### config.mk
export PLATFORM = sky130hd
export DESIGN_NAME = pipe_hazard_ctrl
export DESIGN_NICKNAME = d
export VERILOG_FILES = /design/src/rtl/riscv_pkg.sv /design/src/rtl/hz_load_use_detect.sv /design/src/rtl/pipe_hazard_ctrl.sv
export SDC_FILE = /design/constraint.sdc
export NUM_CORES = 1
export LEC_CHECK = 0
export BUFFER_PORTS_ARGS = -buffer_cell sky130_fd_sc_hd__buf_2
export CAP_MARGIN = 20
export CORE_MARGIN = 5
export CORE_UTILIZATION = 40
export DETAILED_ROUTE_END_ITERATION = 10
export GPL_TIMING_DRIVEN = 0
export HOLD_SLACK_MARGIN = 0.08
export PLACE_DENSITY = 0.67
export SLEW_MARGIN = 0
export SYNTH_ARGS = -nofsm -noshare
export SYNTH_HDL_FRONTEND = slang
export SYNTH_SLANG_ARGS = --single-unit
### constraint.sdc
create_clock -name clk -period 7.2 [get_ports clk]
set_input_delay 2.16 -clock clk [delete_from_list [all_inputs] [get_ports clk]]
set_output_delay 2.16 -clock clk [all_outputs]
set_load 0.05 [all_outputs]
### src/rtl/riscv_pkg.sv
// Shared pipeline types: hazard sequencer states and the bundled stall/flush control word.
package riscv_pkg;

    typedef enum logic [1:0] {
        HZ_RUN      = 2'd0,
        HZ_MEM_WAIT = 2'd1,
        HZ_DRAIN    = 2'd2
    } hz_state_e;

    typedef struct packed {
        logic pc_stall;
        logic if_id_stall;
        logic if_id_flush;
        logic id_ex_stall;
        logic id_ex_flush;
        logic ex_mem_stall;
        logic ex_mem_flush;
        logic mem_wb_stall;
        logic mem_wb_flush;
    } hz_ctrl_t;

    localparam hz_ctrl_t HZ_CTRL_IDLE = '0;

    localparam hz_ctrl_t HZ_CTRL_RESET = '{
        pc_stall:     1'b1,
        if_id_flush:  1'b1,
        id_ex_flush:  1'b1,
        ex_mem_flush: 1'b1,
        mem_wb_flush: 1'b1,
        default:      1'b0
    };

    // A register being flushed must not also be held; mem_wb_stall is reserved.
    function automatic hz_ctrl_t hz_flush_wins(input hz_ctrl_t c);
        hz_ctrl_t r;
        r              = c;
        r.if_id_stall  = c.if_id_stall  & ~c.if_id_flush;
        r.id_ex_stall  = c.id_ex_stall  & ~c.id_ex_flush;
        r.ex_mem_stall = c.ex_mem_stall & ~c.ex_mem_flush;
        r.mem_wb_stall = 1'b0;
        return r;
    endfunction

endpackage

### src/rtl/hz_load_use_detect.sv
// Combinational load-use detector: a load in EX whose destination feeds a source read in ID.
module hz_load_use_detect
    import riscv_pkg::*;
#(
    parameter int REG_ADDR_W = 5
) (
    input  logic [REG_ADDR_W-1:0] id_rs1,
    input  logic [REG_ADDR_W-1:0] id_rs2,
    input  logic                  id_uses_rs1,
    input  logic                  id_uses_rs2,
    input  logic [REG_ADDR_W-1:0] ex_rd,
    input  logic                  ex_mem_read,
    output logic                  load_use
);

    logic [1:0][REG_ADDR_W-1:0] src;
    logic [1:0]                 src_used;
    logic [1:0]                 src_hit;

    assign src[0]      = id_rs1;
    assign src[1]      = id_rs2;
    assign src_used[0] = id_uses_rs1;
    assign src_used[1] = id_uses_rs2;

    for (genvar gi = 0; gi < 2; gi++) begin : g_src
        assign src_hit[gi] = src_used[gi] && (src[gi] == ex_rd);
    end

    // x0 is hardwired, so a load targeting it never creates a dependency.
    assign load_use = ex_mem_read && (ex_rd != '0) && (|src_hit);

endmodule

### src/rtl/pipe_hazard_ctrl.sv
// Stall/flush sequencer for the 5-stage pipeline (load-use, redirect, dmem wait, trap/timeout drain).
// Optional perf counters are enabled by defining HAZARD_PERF_CNT_EN.
module pipe_hazard_ctrl
    import riscv_pkg::*;
#(
    parameter int REG_ADDR_W   = 5,
    parameter int MEM_TIMEOUT  = 256,
    parameter int DRAIN_CYCLES = 2
) (
    input  logic                  clk,
    input  logic                  rst,
    input  logic [REG_ADDR_W-1:0] id_rs1,
    input  logic [REG_ADDR_W-1:0] id_rs2,
    input  logic                  id_uses_rs1,
    input  logic                  id_uses_rs2,
    input  logic [REG_ADDR_W-1:0] ex_rd,
    input  logic                  ex_mem_read,
    input  logic                  ex_redirect,
    input  logic                  mem_req,
    input  logic                  dmem_ready,
    input  logic                  trap_req,
    output logic                  pc_stall,
    output logic                  if_id_stall,
    output logic                  if_id_flush,
    output logic                  id_ex_stall,
    output logic                  id_ex_flush,
    output logic                  ex_mem_stall,
    output logic                  ex_mem_flush,
    output logic                  mem_wb_stall,
    output logic                  mem_wb_flush,
`ifdef HAZARD_PERF_CNT_EN
    output logic [31:0]           perf_stall_cnt,
    output logic [31:0]           perf_flush_cnt,
`endif
    output logic                  mem_timeout_err
);

    localparam int WAIT_W  = $clog2(MEM_TIMEOUT + 1);
    localparam int DRAIN_W = $clog2(DRAIN_CYCLES + 1);

    hz_state_e          state_q, state_d;
    logic [WAIT_W-1:0]  wait_cnt_q, wait_cnt_d;
    logic [DRAIN_W-1:0] drain_cnt_q, drain_cnt_d;

    logic     load_use;
    logic     mem_wait;
    logic     trap_evt, timeout_evt, redirect_evt, lu_evt;
    hz_ctrl_t ctrl_raw, ctrl_out;
    logic     timeout_err;

    hz_load_use_detect #(
        .REG_ADDR_W (REG_ADDR_W)
    ) u_load_use (
        .id_rs1      (id_rs1),
        .id_rs2      (id_rs2),
        .id_uses_rs1 (id_uses_rs1),
        .id_uses_rs2 (id_uses_rs2),
        .ex_rd       (ex_rd),
        .ex_mem_read (ex_mem_read),
        .load_use    (load_use)
    );

    assign mem_wait = mem_req && !dmem_ready;

    always_comb begin
        state_d      = state_q;
        wait_cnt_d   = wait_cnt_q;
        drain_cnt_d  = drain_cnt_q;
        ctrl_raw     = HZ_CTRL_IDLE;
        trap_evt     = 1'b0;
        timeout_evt  = 1'b0;
        redirect_evt = 1'b0;
        lu_evt       = 1'b0;

        if (state_q == HZ_DRAIN) begin
            // Upstream stays flushed while the PC fetches from the trap vector.
            ctrl_raw.if_id_flush  = 1'b1;
            ctrl_raw.id_ex_flush  = 1'b1;
            ctrl_raw.ex_mem_flush = 1'b1;
            if (drain_cnt_q == '0) begin
                state_d = HZ_RUN;
            end else begin
                drain_cnt_d = drain_cnt_q - DRAIN_W'(1);
            end
        end else if (trap_req ||
                     (state_q == HZ_MEM_WAIT && mem_wait &&
                      wait_cnt_q == WAIT_W'(MEM_TIMEOUT - 1))) begin
            trap_evt              = trap_req;
            timeout_evt           = !trap_req;
            ctrl_raw.if_id_flush  = 1'b1;
            ctrl_raw.id_ex_flush  = 1'b1;
            ctrl_raw.ex_mem_flush = 1'b1;
            state_d               = HZ_DRAIN;
            drain_cnt_d           = DRAIN_W'(DRAIN_CYCLES - 1);
            wait_cnt_d            = '0;
        end else if (mem_wait) begin
            ctrl_raw.pc_stall     = 1'b1;
            ctrl_raw.if_id_stall  = 1'b1;
            ctrl_raw.id_ex_stall  = 1'b1;
            ctrl_raw.ex_mem_stall = 1'b1;
            ctrl_raw.mem_wb_flush = 1'b1;
            state_d               = HZ_MEM_WAIT;
            wait_cnt_d            = wait_cnt_q + WAIT_W'(1);
        end else begin
            if (state_q == HZ_MEM_WAIT) begin
                state_d    = HZ_RUN;
                wait_cnt_d = '0;
            end
            // A redirect makes the ID instruction wrong-path, so its load-use is moot.
            if (ex_redirect) begin
                redirect_evt         = 1'b1;
                ctrl_raw.if_id_flush = 1'b1;
                ctrl_raw.id_ex_flush = 1'b1;
            end else if (load_use) begin
                lu_evt               = 1'b1;
                ctrl_raw.pc_stall    = 1'b1;
                ctrl_raw.if_id_stall = 1'b1;
                ctrl_raw.id_ex_flush = 1'b1;
            end
        end

        if (rst) begin
            ctrl_out    = HZ_CTRL_RESET;
            timeout_err = 1'b0;
        end else begin
            ctrl_out    = hz_flush_wins(ctrl_raw);
            timeout_err = timeout_evt;
        end
    end

    always_ff @(posedge clk) begin
        if (rst) begin
            state_q     <= HZ_RUN;
            wait_cnt_q  <= '0;
            drain_cnt_q <= '0;
        end else begin
            state_q     <= state_d;
            wait_cnt_q  <= wait_cnt_d;
            drain_cnt_q <= drain_cnt_d;
        end
    end

    assign pc_stall        = ctrl_out.pc_stall;
    assign if_id_stall     = ctrl_out.if_id_stall;
    assign if_id_flush     = ctrl_out.if_id_flush;
    assign id_ex_stall     = ctrl_out.id_ex_stall;
    assign id_ex_flush     = ctrl_out.id_ex_flush;
    assign ex_mem_stall    = ctrl_out.ex_mem_stall;
    assign ex_mem_flush    = ctrl_out.ex_mem_flush;
    assign mem_wb_stall    = ctrl_out.mem_wb_stall;
    assign mem_wb_flush    = ctrl_out.mem_wb_flush;
    assign mem_timeout_err = timeout_err;

`ifdef HAZARD_PERF_CNT_EN
    logic [31:0] perf_stall_q, perf_stall_d;
    logic [31:0] perf_flush_q, perf_flush_d;

    // Flush events count once per hazard, never per DRAIN cycle.
    always_comb begin
        perf_stall_d = perf_stall_q + {31'd0, ctrl_out.pc_stall};
        perf_flush_d = perf_flush_q +
                       {31'd0, (redirect_evt | lu_evt | trap_evt | timeout_evt)};
    end

    always_ff @(posedge clk) begin
        if (rst) begin
            perf_stall_q <= '0;
            perf_flush_q <= '0;
        end else begin
            perf_stall_q <= perf_stall_d;
            perf_flush_q <= perf_flush_d;
        end
    end

    assign perf_stall_cnt = perf_stall_q;
    assign perf_flush_cnt = perf_flush_q;
`else
    // Without the perf counters the event strobes only steer the control word.
    logic unused_evt;
    assign unused_evt = redirect_evt ^ lu_evt ^ trap_evt;
`endif

endmodule

[Word-level counts from Yosys, hierarchy flattened]
Index checks and enable logic that the tools add are counted.
Widths: inputs -> output; s select.
Word-level totals
  register bits after elaboration: 13
  bits of input ports: 24
  output and inout bits: 10
Operators by class
  add/subtract/negate cells: 2
  equal/unequal tests: 7
  multiplexer cells: 34
  bitwise operators: 7
  reduce and logical (&&, ||, !) cells: 19
Operator list (number)
  $mux 9: 4
  $mux 2: 13
  $mux 1: 17
  $eq 5x5->1: 2
  $add 9x1->9 const B: 1
  $eq 9x8->1 const B: 1
  $logic_and 1x1->1: 7
  $reduce_and 2->1: 3
  $reduce_bool 5->1: 1
  $not 1->1: 4
  $reduce_bool 4->1: 1
  $and 1x1->1: 3
  $reduce_bool 3->1: 1
  $eq 2x1->1 const B: 1
  $eq 2x2->1 const B: 1
  $logic_not 1->1: 2
  $logic_not 2->1: 1
  $ne 2x1->1 const B: 1
  $ne 2x2->1 const B: 1
  $reduce_bool 2->1: 1
  $reduce_or 2->1: 1
  $sub 2x1->2 const B: 1
  $logic_or 1x1->1: 1

[Depth between registers and ports, before layout]
  depth after elaboration: 12
  mapped depth: 8
  gate-level depth less buffers: 8

[Hierarchy]
From an unflattened synthesis, not the netlist that was laid out.
Second synthesis, totals
  cells, all modules: 124
  area, all modules: 987.2 um^2
Modules (own cells, without submodules)
  pipe_hazard_ctrl: times used 1, cells each 107, area an instance 853.3 um^2, sequential area each 260.2 um^2
  hz_load_use_detect: times used 1, cells each 17, area an instance 133.9 um^2, sequential area each 0.0 um^2

[Worst setup path before layout]
OpenSTA, ideal clock, no wires.
  path kind: input port to output port
  start point: input ex_rd[3]
  end point: output pc_stall
  arrival time: 4.398 ns
  setup slack: 0.642 ns
  stages: 4
  path through: xor2_1 nor4_1 a32oi_1 o41ai_1
Between the ends
  word-level cells in the longest chain between the ends: 10
  elaborated cells on any way between the ends: 14
  those cells by class: eq/ne: 2; mux: 6; reduce/logical: 6
RTL lines
  start: declaration: line pipe_hazard_ctrl.sv:16  | input logic [REG_ADDR_W-1:0] ex_rd,
  $eq 5x5->1: line hz_load_use_detect.sv:26  | assign src_hit[gi] = src_used[gi] && (src[gi] == ex_rd);
  $logic_and 1x1->1: line hz_load_use_detect.sv:26
  $reduce_or 2->1: line hz_load_use_detect.sv:30  | assign load_use = ex_mem_read && (ex_rd != '0) && (|src_hit);
  $logic_and 1x1->1 *: line hz_load_use_detect.sv:30
  $mux 2 *: line pipe_hazard_ctrl.sv:114  | end else if (load_use) begin
  $mux 2 *: line pipe_hazard_ctrl.sv:110  | if (ex_redirect) begin
  $mux 2 *: line pipe_hazard_ctrl.sv:96  | end else if (mem_wait) begin
  $mux 2 *: line pipe_hazard_ctrl.sv:85  | end else if (trap_req ||
  $mux 2 *: line pipe_hazard_ctrl.sv:75  | if (state_q == HZ_DRAIN) begin
  $mux 9 *: line pipe_hazard_ctrl.sv:122  | if (rst) begin
  end: declaration: line pipe_hazard_ctrl.sv:22  | output logic pc_stall,
Every way passes the cells marked *; elsewhere a longest branch is shown, timed or not.

[Worst setup path after layout]
Same ends and word-level chain as after synthesis.

==> impl_metrics.tcl <==
set metrics [dict create \
    status "finished, final reports clean" \
    diodes 0 \
    grt_overflow 0 \
    clock_skew_ns 0.00538 \
    cts_tree "yes" \
    cp-start-kind "input pin" \
    syn_nets 145 \
    area_delta_synth_final_pct 22.7 \
    regArea_um2 260 \
    r2r-end "wait_cnt_q[2]" \
    insertion_delay_ns 0.28 \
    grt_pass1_wl_mm 4.19 \
    layout.cells.non_filler 180 \
    relSlewSlack 0.601 \
    dr_wl_met2_mm 1.03 \
    totalWireLength_mm 2.30 \
    p_per_area_nw_per_um2 158 \
    synthAdderAreaFrac 0.0403 \
    drt_iter0_drc 18 \
    hold_viol_final 0 \
    drv_slew 0 \
    synth-seq-cells 13 \
    multi_input_area_um2 612 \
    dp.cells 176 \
    ir_drop_v 0.000126 \
    syn_area_um2 931 \
    cts_resized 0 \
    synth_compound_gate_area_share 0.254 \
    finalCritPeriodShare 0.795 \
    htree_levels 1 \
    wl_met3_um 201 \
    synth_top_flop_cell "dfxtp_1" \
    drcViolationCount 0 \
    endpoint "pc_stall" \
    vias 1003 \
    sequentialPowerShare 0.432 \
    grt_max_degree 11 \
    hp-class "reg -> reg" \
    gp_congestion 0.755 \
    fmax_mhz 175 \
    place_hpwl_mm 1.83 \
    r2r_start "wait_cnt_q[0]" \
    rsz0062_at_grt "no" \
    io_pins 34 \
    antenna_found_initial 0 \
    synth_cells 118 \
    m1WireLength_mm 1.04 \
    leakagePower_nw 0.456 \
    postCtsHoldBufs 0 \
    critPathCaptureType "output pin" \
    placed_cell_area_um2 1120 \
    dieHeight_um 58.2 \
    synthMuxAreaShare 0 \
    drt_first_pass_iters 4 \
    max_stage_delay_ns 0.34 \
    maxCapViolCount 0 \
    die_area_um2 3390 \
    clockRootBuffer "clkbuf_4" \
    required_ns 5.04 \
    grt_pass1_vias 1037 \
    nNetsFinal 180 \
    worst_ep_arrival_time_ns 3.57 \
    switching_power_mw 0.0636 \
    ys_seq_area_frac 0.280 \
    nFillCells 235 \
    slowest_stage "o41ai_1" \
    synth_top_family_by_area "simple AND/OR/NAND/NOR gates" \
    ant_nets 0 \
    portBuffers 30 \
    coreArea_um2 2210 \
    period_minus_slack_ns 5.73 \
    syn_avg_cell_area_um2 7.89 \
    setup_viol 0 \
    comb_power_share 0.300 \
    final_area_um2 1140 \
    final_layout_size_suffix_gt1_frac 0.270 \
    yosysWarnings 0 \
    clk_pin_slew_ns 0.09 \
    path_max_fanout 3 \
    synthSimpleGateAreaFrac 0.265 \
    async_flop_share 0 \
    avgRoutedWirePerCell_um 12.8 \
    synthXorXnorAreaFrac 0.0941 \
    die_w_um 58.2 \
    switching_share 0.353 \
    cp-startpoint "ex_rd[3]" \
    via_per_inst 5.57 \
    clkPwrFrac 0.268 \
    holdPathStages 2 \
    cts.sinks 13 \
    postCtsSetupRepairBufs 0 \
    track_usage 0.154 \
    synth_edf_count 0 \
    clock_path_buffers 2 \
    reg2reg_depth 8 \
    synthDistinctLibCells 38 \
    highest_layer "met4" \
    path_common_cell "buf_2" \
    rows 17 \
    finalSetupTns_ns 0 \
    internal_power_mw 0.117 \
    crit_chain "buf_2 > xor2_1 > nor4_1 > a32oi_1 > o41ai_1 > buf_2" \
    worst_pin_slew_ns 0.594 \
    critPathKind "in -> out" \
    initial_core_util 0.421 \
    cts_buffers 3 \
    hp-start "wait_cnt_q[5]" \
    r2r_slack_ns 5.17 \
]
critical path, delay by kind of cell:
kind | cells | cell delay (ns)
and+or+nand+nor | 1 | 0.28
AOI/OAI and AO/OA | 2 | 0.53
buffers and inverters | 2 | 0.44
xor gates and xnor gates | 1 | 0.15
layer usage:
metal	up-vias	track usage
li1	502	-
met1	457	0.186
met2	39	0.253
met3	5	0.0624
met4	0	0.0430
met5	-	0
how the worst min path moves through the flow:
| stage | to | slack, ns |
|---|---|---|
| floorplan | wait_cnt_q[5] | 0.45 |
| global placement | wait_cnt_q[5] | 0.46 |
| detailed placement | drain_cnt_q[1] | 0.48 |
| CTS | drain_cnt_q[1] | 0.49 |
| global route | wait_cnt_q[7] | 0.51 |
| finish | wait_cnt_q[5] | 0.49 |
layout by cell type (no fill, tap or decap), types with 2 or more instances in the layout:
| cell | count |
|---|---|
| buf_2 | 32 |
| o21ai_0 | 7 |
| nor4_1 | 3 |
| clkbuf_4 | 3 |
| nand3_1 | 2 |
| a21oi_1 | 16 |
| or3_1 | 6 |
| o211ai_1 | 2 |
| ha_1 | 3 |
| inv_1 | 7 |
| nand2_1 | 4 |
| nor2b_1 | 2 |
| dfxtp_1 | 13 |
| nor2_1 | 6 |
| clkbuf_1 | 2 |
| or4_1 | 6 |
| and3_1 | 2 |
| xnor2_1 | 2 |
| o31ai_1 | 7 |
| xor2_1 | 8 |
synth_stat cells, types with 2 or more instances:
| library cell | n | area share |
|---|---|---|
| nor2b_1 | 2 | 0.013 |
| xor2_1 | 8 | 0.075 |
| and3_1 | 2 | 0.013 |
| or3_1 | 6 | 0.040 |
| or4_1 | 6 | 0.048 |
| buf_2 | 2 | 0.011 |
| a21oi_1 | 16 | 0.086 |
| nor4_1 | 3 | 0.020 |
| nand3_1 | 2 | 0.011 |
| dfxtp_1 | 13 | 0.28 |
| nand2_1 | 4 | 0.016 |
| ha_1 | 3 | 0.040 |
| xnor2_1 | 2 | 0.019 |
| o21ai_0 | 7 | 0.038 |
| o211ai_1 | 2 | 0.016 |
| nor2_1 | 6 | 0.024 |
| o31ai_1 | 7 | 0.056 |
| inv_1 | 7 | 0.028 |
state kept, by name, indices dropped and copies added (netlist names):
signal       count
state_q          2
drain_cnt_q      2
wait_cnt_q       9
logic make-up after synthesis:
family | after synthesis
fa+ha+maj | 3
buf+inv | 12
simple gates | 40
other cells | 1
flops | 13
xor+xnor | 10
compound gates | 39
metrics by stage:
stage / power (mW) / setup slack [ns] / hold slack [ns] / util
after floorplan: 0.117 / 0.642 / 0.448 / -
after global placement: 0.133 / 1.46 / 0.456 / 0.505
after detailed placement: 0.133 / 1.45 / 0.476 / 0.505
after CTS: 0.181 / 1.44 / 0.489 / 0.516
after global routing: 0.193 / 1.36 / 0.512 / 0.516
final: 0.180 / 1.47 / 0.488 / 0.516
area by class of cell:
cell class | count | area share
Timing Repair Buffer | 30 | 0.131
Inverter | 7 | 0.0230
Multi-Input combinational cell | 93 | 0.536
Tap cell | 28 | 0.0307
Buffer | 5 | 0.0285
Clock buffer | 4 | 0.0230
Sequential cell | 13 | 0.228
power groups by stage:
stage / combinational (mW) / clock (mW) / sequential, mW
after CTS: 0.0542 / 0.0495 / 0.0777
final: 0.0540 / 0.0484 / 0.0778
after global routing: 0.0604 / 0.0540 / 0.0783
after detailed placement: 0.0540 / 0 / 0.0793
after global placement: 0.0533 / 0 / 0.0792
after floorplan: 0.0382 / 0 / 0.0786
Note: power is estimated with default switching activity, not from simulation.
